**config.mk**
```make
export PLATFORM = sky130hd
export DESIGN_NAME = rv_alu_decode_pipe
export DESIGN_NICKNAME = d
export VERILOG_FILES = /design/src/rtl/rv_alu_pkg.sv /design/src/rtl/rv_alu_fifo.sv /design/src/rtl/rv_alu_decode_pipe.sv
export SDC_FILE = /design/constraint.sdc
export NUM_CORES = 1
export LEC_CHECK = 0
export CORE_MARGIN = 2
export CORE_UTILIZATION = 33
export DETAILED_ROUTE_END_ITERATION = 6
export GPL_TIMING_DRIVEN = 0
export PLACE_DENSITY = 0.6
export SLEW_MARGIN = 20
export SYNTH_ARGS = -nofsm -noshare
export SYNTH_HDL_FRONTEND = slang
export SYNTH_SLANG_ARGS = --single-unit
```
**constraint.sdc**
```tcl
create_clock -name clk -period 5.8 [get_ports clk]
set_input_delay 0.58 -clock clk [delete_from_list [all_inputs] [get_ports clk]]
set_output_delay 0.58 -clock clk [all_outputs]
set_load 0.02 [all_outputs]
```
**src/rtl/rv_alu_pkg.sv**
```systemverilog
// rv_alu_pkg: shared ALU operation encoding, opcode/funct7 constants and the
// combinational instruction decode function used by rv_alu_decode_pipe.
package rv_alu_pkg;

  typedef enum logic [3:0] {
    ALU_ADD     = 4'h0,
    ALU_SUB     = 4'h1,
    ALU_AND     = 4'h2,
    ALU_OR      = 4'h3,
    ALU_XOR     = 4'h4,
    ALU_SLL     = 4'h5,
    ALU_SRL     = 4'h6,
    ALU_SRA     = 4'h7,
    ALU_SLT     = 4'h8,
    ALU_SLTU    = 4'h9,
    ALU_ILLEGAL = 4'hF
  } alu_op_e;

  localparam logic [6:0] OPC_OP      = 7'b0110011;
  localparam logic [6:0] OPC_OP_IMM  = 7'b0010011;
  localparam logic [6:0] FUNCT7_BASE = 7'b0000000;
  localparam logic [6:0] FUNCT7_ALT  = 7'b0100000;

  // Anything not explicitly matched falls through to ALU_ILLEGAL.
  function automatic alu_op_e alu_decode(input logic [6:0] opcode,
                                         input logic [2:0] funct3,
                                         input logic [6:0] funct7,
                                         input logic       en_imm);
    alu_op_e op;
    op = ALU_ILLEGAL;
    if (opcode == OPC_OP && funct7 == FUNCT7_BASE) begin
      case (funct3)
        3'b000:  op = ALU_ADD;
        3'b001:  op = ALU_SLL;
        3'b010:  op = ALU_SLT;
        3'b011:  op = ALU_SLTU;
        3'b100:  op = ALU_XOR;
        3'b101:  op = ALU_SRL;
        3'b110:  op = ALU_OR;
        default: op = ALU_AND;
      endcase
    end else if (opcode == OPC_OP && funct7 == FUNCT7_ALT) begin
      case (funct3)
        3'b000:  op = ALU_SUB;
        3'b101:  op = ALU_SRA;
        default: op = ALU_ILLEGAL;
      endcase
    end else if (en_imm && opcode == OPC_OP_IMM) begin
      // funct7 is immediate data except for the shift encodings.
      case (funct3)
        3'b000:  op = ALU_ADD;
        3'b001:  op = (funct7 == FUNCT7_BASE) ? ALU_SLL : ALU_ILLEGAL;
        3'b010:  op = ALU_SLT;
        3'b011:  op = ALU_SLTU;
        3'b100:  op = ALU_XOR;
        3'b101:  op = (funct7 == FUNCT7_BASE) ? ALU_SRL :
                      (funct7 == FUNCT7_ALT)  ? ALU_SRA : ALU_ILLEGAL;
        3'b110:  op = ALU_OR;
        default: op = ALU_AND;
      endcase
    end
    return op;
  endfunction

endpackage

```
**src/rtl/rv_alu_fifo.sv**
```systemverilog
// rv_alu_fifo: result buffer for the decode pipe.
// Ports: clk, rst (async, active-high); push/din write the tail, pop releases
// the head; flush empties synchronously; dout is the head entry, full/empty
// report occupancy. Push while full and pop while empty are ignored.
module rv_alu_fifo #(
  parameter int DEPTH = 2,
  parameter int W     = 4
) (
  input  logic         clk,
  input  logic         rst,
  input  logic         push,
  input  logic [W-1:0] din,
  input  logic         pop,
  input  logic         flush,
  output logic [W-1:0] dout,
  output logic         full,
  output logic         empty
);

  localparam int AW = (DEPTH > 1) ? $clog2(DEPTH) : 1;

  logic [W-1:0]  mem [DEPTH];
  logic [AW-1:0] head;
  logic [AW-1:0] tail;
  logic [AW:0]   count;
  logic          push_ok;
  logic          pop_ok;

  assign full    = (count == (AW+1)'(DEPTH));
  assign empty   = (count == '0);
  assign push_ok = push && !full;
  assign pop_ok  = pop && !empty;
  assign dout    = mem[head];

  // DEPTH is a power of two, so pointers wrap by plain overflow.
  always_ff @(posedge clk or posedge rst) begin
    if (rst) begin
      head  <= '0;
      tail  <= '0;
      count <= '0;
    end else if (flush) begin
      head  <= '0;
      tail  <= '0;
      count <= '0;
    end else begin
      if (push_ok) tail <= tail + 1'b1;
      if (pop_ok)  head <= head + 1'b1;
      case ({push_ok, pop_ok})
        2'b10:   count <= count + 1'b1;
        2'b01:   count <= count - 1'b1;
        default: count <= count;
      endcase
    end
  end

  always_ff @(posedge clk) begin
    if (push_ok && !flush) mem[tail] <= din;
  end

endmodule

```
**src/rtl/rv_alu_decode_pipe.sv**
```systemverilog
// rv_alu_decode_pipe: decodes RV32 OP / OP-IMM fields into an ALU op code and
// buffers results in a DEPTH-entry FIFO with valid/ready handshakes.
// Ports: clk, rst (async, active-high); in_valid/in_ready + opcode/funct3/
// funct7 request side; out_valid/out_ready + alu_op/illegal result side;
// flush discards buffered results; illegal_cnt counts accepted illegal
// requests (saturating), cleared by cnt_clr.
module rv_alu_decode_pipe
  import rv_alu_pkg::*;
#(
  parameter int DEPTH  = 2,
  parameter bit EN_IMM = 1'b1,
  parameter int CNT_W  = 8
) (
  input  logic             clk,
  input  logic             rst,
  input  logic             in_valid,
  output logic             in_ready,
  input  logic [6:0]       opcode,
  input  logic [2:0]       funct3,
  input  logic [6:0]       funct7,
  input  logic             flush,
  output logic             out_valid,
  input  logic             out_ready,
  output logic [3:0]       alu_op,
  output logic             illegal,
  output logic [CNT_W-1:0] illegal_cnt,
  input  logic             cnt_clr
);

  localparam logic [CNT_W-1:0] CNT_MAX = '1;

  alu_op_e    dec_op;
  logic [3:0] head_op;
  logic       full;
  logic       empty;
  logic       accept;

  assign dec_op = alu_decode(opcode, funct3, funct7, EN_IMM);

  // rst term keeps in_ready low for the whole reset interval.
  assign in_ready = !full && !flush && !rst;
  assign accept   = in_valid && in_ready;

  rv_alu_fifo #(
    .DEPTH (DEPTH),
    .W     (4)
  ) u_fifo (
    .clk   (clk),
    .rst   (rst),
    .push  (accept),
    .din   (dec_op),
    .pop   (out_ready),
    .flush (flush),
    .dout  (head_op),
    .full  (full),
    .empty (empty)
  );

  assign out_valid = !empty;
  assign alu_op    = empty ? ALU_ILLEGAL : head_op;
  assign illegal   = !empty && (head_op == ALU_ILLEGAL);

  always_ff @(posedge clk or posedge rst) begin
    if (rst) begin
      illegal_cnt <= '0;
    end else if (cnt_clr) begin
      illegal_cnt <= '0;
    end else if (accept && dec_op == ALU_ILLEGAL && illegal_cnt != CNT_MAX) begin
      illegal_cnt <= illegal_cnt + 1'b1;
    end
  end

endmodule

```
Yosys cells after proc, flatten, opt, wreduce, memory -nomap -nowiden:

Memories as Yosys holds them, arrays and structs flattened.
Cells that the tools add are included.

* register bits after elaboration: 12
* bits in latches: 0
* memory bits (writable): 8
* memory bits (read-only): 0
* input bits: 23
* word-level logic and storage cells: 67
* memories: 1

* add/sub/neg operators: 5
* $mul: 0
* div/mod/pow operators: 0
* order comparisons: 0
* eq/ne operators: 15
* shift operators: 0
* multiplexer cells: 20
* bitwise logic cells: 0
* reduce and logical (&&, ||, !) cells: 22

Memory list
* u_fifo.mem: words 2, bits a word 4, rd ports 1, clocked after memory_dff 0, write ports 1, line rv_alu_fifo.sv:22 `logic [W-1:0] mem [DEPTH];`

Operators by type and width (number)
* $pmux W4 S7: 2
* $mux W4: 7
* $mux W8: 2
* $eq A7 B6 Y1 const B: 2
* $logic_and A1 B1 Y1: 11
* $eq A3 B3 Y1 const B: 3
* $add A8 B1 Y8 const B: 1
* $eq A4 B4 Y1 const B: 2
* $ne A8 B8 Y1 const B: 1
* $pmux W4 S2: 1
* $eq A7 B5 Y1 const B: 1
* $logic_not A7 Y1: 1
* $eq A3 B2 Y1 const B: 2
* $mux W1: 6
* $reduce_bool A2 Y1: 3
* $eq A2 B2 Y1 const B: 2
* $logic_not A1 Y1: 4
* $pmux W2 S2: 1
* $eq A3 B1 Y1 const B: 1
* $logic_not A3 Y1: 1
* $reduce_bool A3 Y1: 1
* $add A1 B1 Y1 const B: 2
* $add A2 B1 Y2 const B: 1
* $eq A2 B1 Y1 const B: 1
* other kinds (3): 3

Depth between registers and ports, before layout:

Gate-level depths: netlist of run 1.

* depth in word-level cells: 12
* gate-level depth with buffers: 8
* gate-level depth less buffers: 6

By module:

From an unflattened synthesis of run 1, not the netlist that was laid out.

* cells, all modules: 125
* area total of the unflattened synthesis: 1232.4 sq um

Modules (own cells, without submodules)
* rv_alu_decode_pipe: instances 1, cells an instance 86, area each 710.7 sq um, sequential area each 200.2 sq um
* rv_alu_fifo: instances 1, cells an instance 39, area each 521.8 sq um, sequential area each 340.3 sq um

Least setup slack after synthesis of run 1:

No wires, ideal clock.

* path type: input-to-reg
* start: input port rst
* end: register illegal_cnt[5]
* data arrival time: 2286 ps
* required time: 5722 ps
* slack: 3436 ps
* stages: 7
* cells stage by stage: inv_1 -> nand2_1 -> nor3_2 -> nand3_1 -> buf_6 -> or4_2 -> a21oi_1

* cells in the longest elaborated chain, start to end: 6

Ends and longest elaborated chain
* start: declaration: line rv_alu_decode_pipe.sv:15 `input logic rst,`
* $logic_not A1 Y1 (no line)
* $logic_and A1 B1 Y1: line rv_alu_decode_pipe.sv:41 `assign in_ready = !full && !flush && !rst;`
* $logic_and A1 B1 Y1: line rv_alu_decode_pipe.sv:42 `assign accept = in_valid && in_ready;`
* $logic_and A1 B1 Y1 (2 in series): line rv_alu_decode_pipe.sv:68 `end else if (accept && dec_op == ALU_ILLEGAL && illegal_cnt != CNT_MAX) begin`
* $reduce_bool A2 Y1 (no line)
* end signal: assignment: line rv_alu_decode_pipe.sv:69 `illegal_cnt <= illegal_cnt + 1'b1;`
* end: declaration: line rv_alu_decode_pipe.sv:26 `output logic [CNT_W-1:0] illegal_cnt,`

Every way passes these cells.
A chain may end at the register's enable or synchronous reset.

Worst setup path in the final report of run 1:

Ends and elaborated chain as after synthesis.

==> impl_metrics.sql, run 1 <==
INSERT INTO impl_metrics (metric_group, metric, value, unit) VALUES
('floorplanning', 'die_width', '66.13', 'um'),
('worst_hold_path', 'timing.hold.worst_endpoint', 'u_fifo.tail$_DFFE_PP0P_', ''),
('flow_run', 'max_cap_viol_count', '0', ''),
('yosys', 'synth_cells', '125', ''),
('placed_design', 'place_worst_setup_slack', '2.634', 'ns'),
('setup_path', 'reg2reg_depth', '6', ''),
('power_and_ir_drop', 'ir_drop', '0.0001229', 'V'),
('sta', 'worstMarginPinSlew', '0.8602', 'ns'),
('placed_design', 'io_buffers', '37', ''),
('setup_path', 'critical_path_arrival', '3.02', 'ns'),
('floorplanning', 'floorplan.initialDensity', '0.3453', ''),
('sta', 'timing_max_transition_violations_final', '0', ''),
('cts', 'clock_tree.htree_level_count', '1', ''),
('routing', 'dr_total_vias', '1139', ''),
('layout', 'num_antenna_cells', '0', ''),
('floorplanning', 'io_pins', '38', ''),
('layout', 'flow.area_growth_from_synthesis', '39.39', '%'),
('sta', 'timing.final.ws_setup', '2.967', 'ns'),
('cts', 'ctsLongestPathBuffers', '2', ''),
('yosys', 'post_synth_num_cell_types', '45', ''),
('global_route', 'grt_first_pass_wirelength', '4.823', 'mm'),
('setup_path', 'timing.reg2reg.setup_slack', '3.79', 'ns'),
('sta', 'finalClockSkew', '0.004952', 'ns'),
('sta', 'min_period', '2.833', 'ns'),
('setup_path', 'worstReg2RegStart', 'u_fifo.count[1]$_DFFE_PP0P_', ''),
('cts', 'clkSinkCount', '20', ''),
('routing', 'drt_first_iter_violations', '39', ''),
('global_route', 'number_of_global_route_vias_before_repair', '1133', ''),
('cts', 'clock_latency_late_sink', '0.26', 'ns'),
('routing', 'route.detailed.drc', '0', ''),
('routing', 'drtPass1Iterations', '4', ''),
('status', 'outcome', 'complete, no violations', ''),
('sta', 'worst_slew_margin_rel', '0.4213', ''),
('yosys', 'synth.yosys.seq_area_share', '0.4244', ''),
('setup_path', 'setup.worst_path.start_class', 'primary input', ''),
('placed_design', 'routabilityCongestion', '0.8191', ''),
('sta', 'finalHoldWorstSlack', '0.5679', 'ns'),
('sta', 'fmaxAchievable', '353.0', 'MHz'),
('yosys', 'number_of_flops_mapped_to_enable_cells_by_yosys', '8', ''),
('cts', 'clock_transition_at_path_regs', '0.08', 'ns'),
('sta', 'rsz0062_at_grt', 'no', ''),
('sta', 'final_min_period_over_clock_period', '0.4884', ''),
('setup_path', 'critPathRequiredTime', '5.98', 'ns'),
('global_route', 'grt_overflow_total', '0', ''),
('yosys', 'flip_flop_and_latch_count_after_synthesis', '20', ''),
('global_route', 'global_route.usage.total', '0.1385', ''),
('layout', 'post_route_cells_drive_above_1_share', '0.1386', ''),
('routing', 'final_antenna_net_count', '0', ''),
('routing', 'via_per_inst', '5.322', ''),
('layout', 'num-fill-cells', '353', ''),
('setup_path', 'critPathCaptureType', 'flop', ''),
('layout', 'design.final.nets', '191', ''),
('global_route', 'grt_start_max_net_pins', '14', ''),
('yosys', 'synth.largest_area_cell', 'sky130_fd_sc_hd__dfrtp_1', ''),
('setup_path', 'crit_path_max_fanout', '13', ''),
('floorplanning', 'design.core.area', '3689', 'um^2'),
('yosys', 'synth-async-reset-ratio', '0.6000', ''),
('floorplanning', 'fp.dieArea', '4373', 'um^2'),
('yosys', 'synth.net_count', '149', ''),
('yosys', 'synthesized_area_per_cell', '10.19', 'um^2'),
('yosys', 'synthTopCellsByArea', 'sky130_fd_sc_hd__dfrtp_1 (24%), sky130_fd_sc_hd__edfxtp_1 (19%), sky130_fd_sc_hd__mux2i_1 (3.9%), sky130_fd_sc_hd__mux2_4 (3.5%), sky130_fd_sc_hd__a21oi_1 (3.1%)', ''),
('power_and_ir_drop', 'power_density', '190.3', 'nW/um^2'),
('yosys', 'predominant_post_synthesis_flop_cell', 'sky130_fd_sc_hd__dfrtp_1', ''),
('worst_hold_path', 'hold_start', 'u_fifo.tail$_DFFE_PP0P_', ''),
('cts', 'post-cts-setup-buffers', '0', ''),
('worst_hold_path', 'class_of_the_most_critical_hold_timing_path', 'reg2reg', ''),
('sta', 'final_count_of_hold_timing_violations', '0', ''),
('sta', 'setup_violations', '0', ''),
('cts', 'numCtsBuffers', '3', ''),
('cts', 'cts_hold_repair.buffers', '0', ''),
('cts', 'root_buffer', 'sky130_fd_sc_hd__clkbuf_8', '');
==> through the flow <==
step,utilization,power [mW],cells,cell area (um^2)
floorplan,-,0.1767,125,1274
global placement,0.4620,0.2012,210,1704
detailed placement,0.4620,0.2025,210,1704
CTS,0.4813,0.3414,214,1775
global route,0.4813,0.3529,214,1775
finish,0.4813,0.3379,214,1775
==> cells in the final DEF, fill, tap and decap left out, types with 2 or more instances in the layout <==
| cell type | instances |
|---|---|
| sky130_fd_sc_hd__clkdlybuf4s50_1 | 37 |
| sky130_fd_sc_hd__dfrtp_1 | 12 |
| sky130_fd_sc_hd__nand3_1 | 8 |
| sky130_fd_sc_hd__a21oi_1 | 8 |
| sky130_fd_sc_hd__edfxtp_1 | 8 |
| sky130_fd_sc_hd__nor2_1 | 7 |
| sky130_fd_sc_hd__nand2_1 | 6 |
| sky130_fd_sc_hd__nor2b_1 | 5 |
| sky130_fd_sc_hd__mux2i_1 | 5 |
| sky130_fd_sc_hd__and3_1 | 4 |
| sky130_fd_sc_hd__inv_1 | 4 |
| sky130_fd_sc_hd__o31ai_1 | 4 |
| sky130_fd_sc_hd__nand2b_1 | 3 |
| sky130_fd_sc_hd__nand4_1 | 3 |
| sky130_fd_sc_hd__nor3_2 | 3 |
| sky130_fd_sc_hd__and2_1 | 3 |
| sky130_fd_sc_hd__or4_2 | 3 |
| sky130_fd_sc_hd__mux2_4 | 3 |
| sky130_fd_sc_hd__clkbuf_8 | 3 |
| sky130_fd_sc_hd__o21ai_0 | 2 |
| sky130_fd_sc_hd__or2_2 | 2 |
| sky130_fd_sc_hd__nor3b_1 | 2 |
| sky130_fd_sc_hd__o22a_1 | 2 |
| sky130_fd_sc_hd__o21ai_2 | 2 |
| sky130_fd_sc_hd__buf_6 | 2 |
| sky130_fd_sc_hd__o21bai_1 | 2 |
| sky130_fd_sc_hd__xor2_1 | 2 |
==> cell usage after synthesis, drive strengths merged, types with 3 or more instances <==
cell and number:
and2 3, inv 4, mux2 3, buf 3, nor3 4, nand2 6, or2 3, edfxtp 8
nand2b 3, dfrtp 12, a21oi 8, or4 5, and3 4, nor2 8, nand3 8, nand4 3
o21ai 4, mux2i 5, o31ai 4, nor2b 5
==> worst max-delay path by stage <==
stage,depth (start not counted),start,slack (ns),to
after floorplan,7,rst,3.44,illegal_cnt[5]$_DFFE_PP0P_
final,8,rst,2.97,illegal_cnt[5]$_DFFE_PP0P_
after CTS,8,rst,2.90,illegal_cnt[5]$_DFFE_PP0P_
after global routing,8,rst,2.71,illegal_cnt[5]$_DFFE_PP0P_
after detailed placement,8,rst,2.63,illegal_cnt[5]$_DFFE_PP0P_
after global placement,8,rst,2.68,illegal_cnt[5]$_DFFE_PP0P_
==> layout make-up <==
class | instances | share of cell area
multi-input combinational | 96 | 0.3798
sequential | 20 | 0.3044
timing repair buffer | 37 | 0.2086
tap | 48 | 0.03383
buffer | 5 | 0.02467
clock buffer | 3 | 0.02326
clock inverter | 1 | 0.01691
inverter | 4 | 0.008457
==> sequential cells by signal, summed over array words and instances, names as in the netlist <==
signal        cells
illegal_cnt       8
u_fifo.mem        8
u_fifo.tail       1
u_fifo.head       1
u_fifo.count      2
==> cell families (layout without fill, tap and decap cells) <==
logic type | Yosys count | count (layout) | share of synthesized area
flops | 20 | 20 | 0.4244
xor+xnor | 3 | 3 | 0.02063
mux | 8 | 8 | 0.07466
compound gates | 27 | 27 | 0.1503
buf+inv | 9 | 50 | 0.04616
fa+ha+maj | 1 | 1 | 0.009822
simple gates | 57 | 57 | 0.2741
==> power breakdown <==
part	leakage (nW)	switching, mW	internal (mW)
clock	0.0357	0.0465	0.0921
sequential	0.249	0.00201	0.149
combinational	0.374	0.0217	0.0265
total	0.658	0.0703	0.268
==> metal layers <==
metal	track usage	wire, um
met5	0	0
met2	0.2488	1471
met3	0.03748	157
met4	0.03316	0
met1	0.1622	1173
==> critical path, cell delays in order <==
cell,delay [ns]
sky130_fd_sc_hd__clkdlybuf4s50_1,0.42
sky130_fd_sc_hd__inv_1,0.38
sky130_fd_sc_hd__nand2_1,0.23
sky130_fd_sc_hd__nor3_2,0.36
sky130_fd_sc_hd__nand3_1,0.16
sky130_fd_sc_hd__buf_6,0.17
sky130_fd_sc_hd__or4_2,0.54
sky130_fd_sc_hd__a21oi_1,0.16
No activity file was read; power rests on OpenSTA's default activity.
==> inputs of run 2 (changes only) <==
==> constraint.sdc (replaced) <==
create_clock -name clk -period 2.91 [get_ports clk]
set_input_delay 0.291 -clock clk [delete_from_list [all_inputs] [get_ports clk]]
set_output_delay 0.291 -clock clk [all_outputs]
set_load 0.02 [all_outputs]
==> results of run 2 <==
The final DEF is identical to that of run 1. Status: complete, no violations.
Among the figures that moved: setup slack after placement 2.634 ns -> 0.03294 ns; setup slack after layout 2.967 ns -> 0.3664 ns; hold slack 0.5679 ns -> 0.3811 ns; register-to-register setup slack 3.79 ns -> 0.90 ns; total power 0.3379 mW -> 0.6735 mW; worst IR drop on VDD 0.0001229 V -> 0.0002449 V
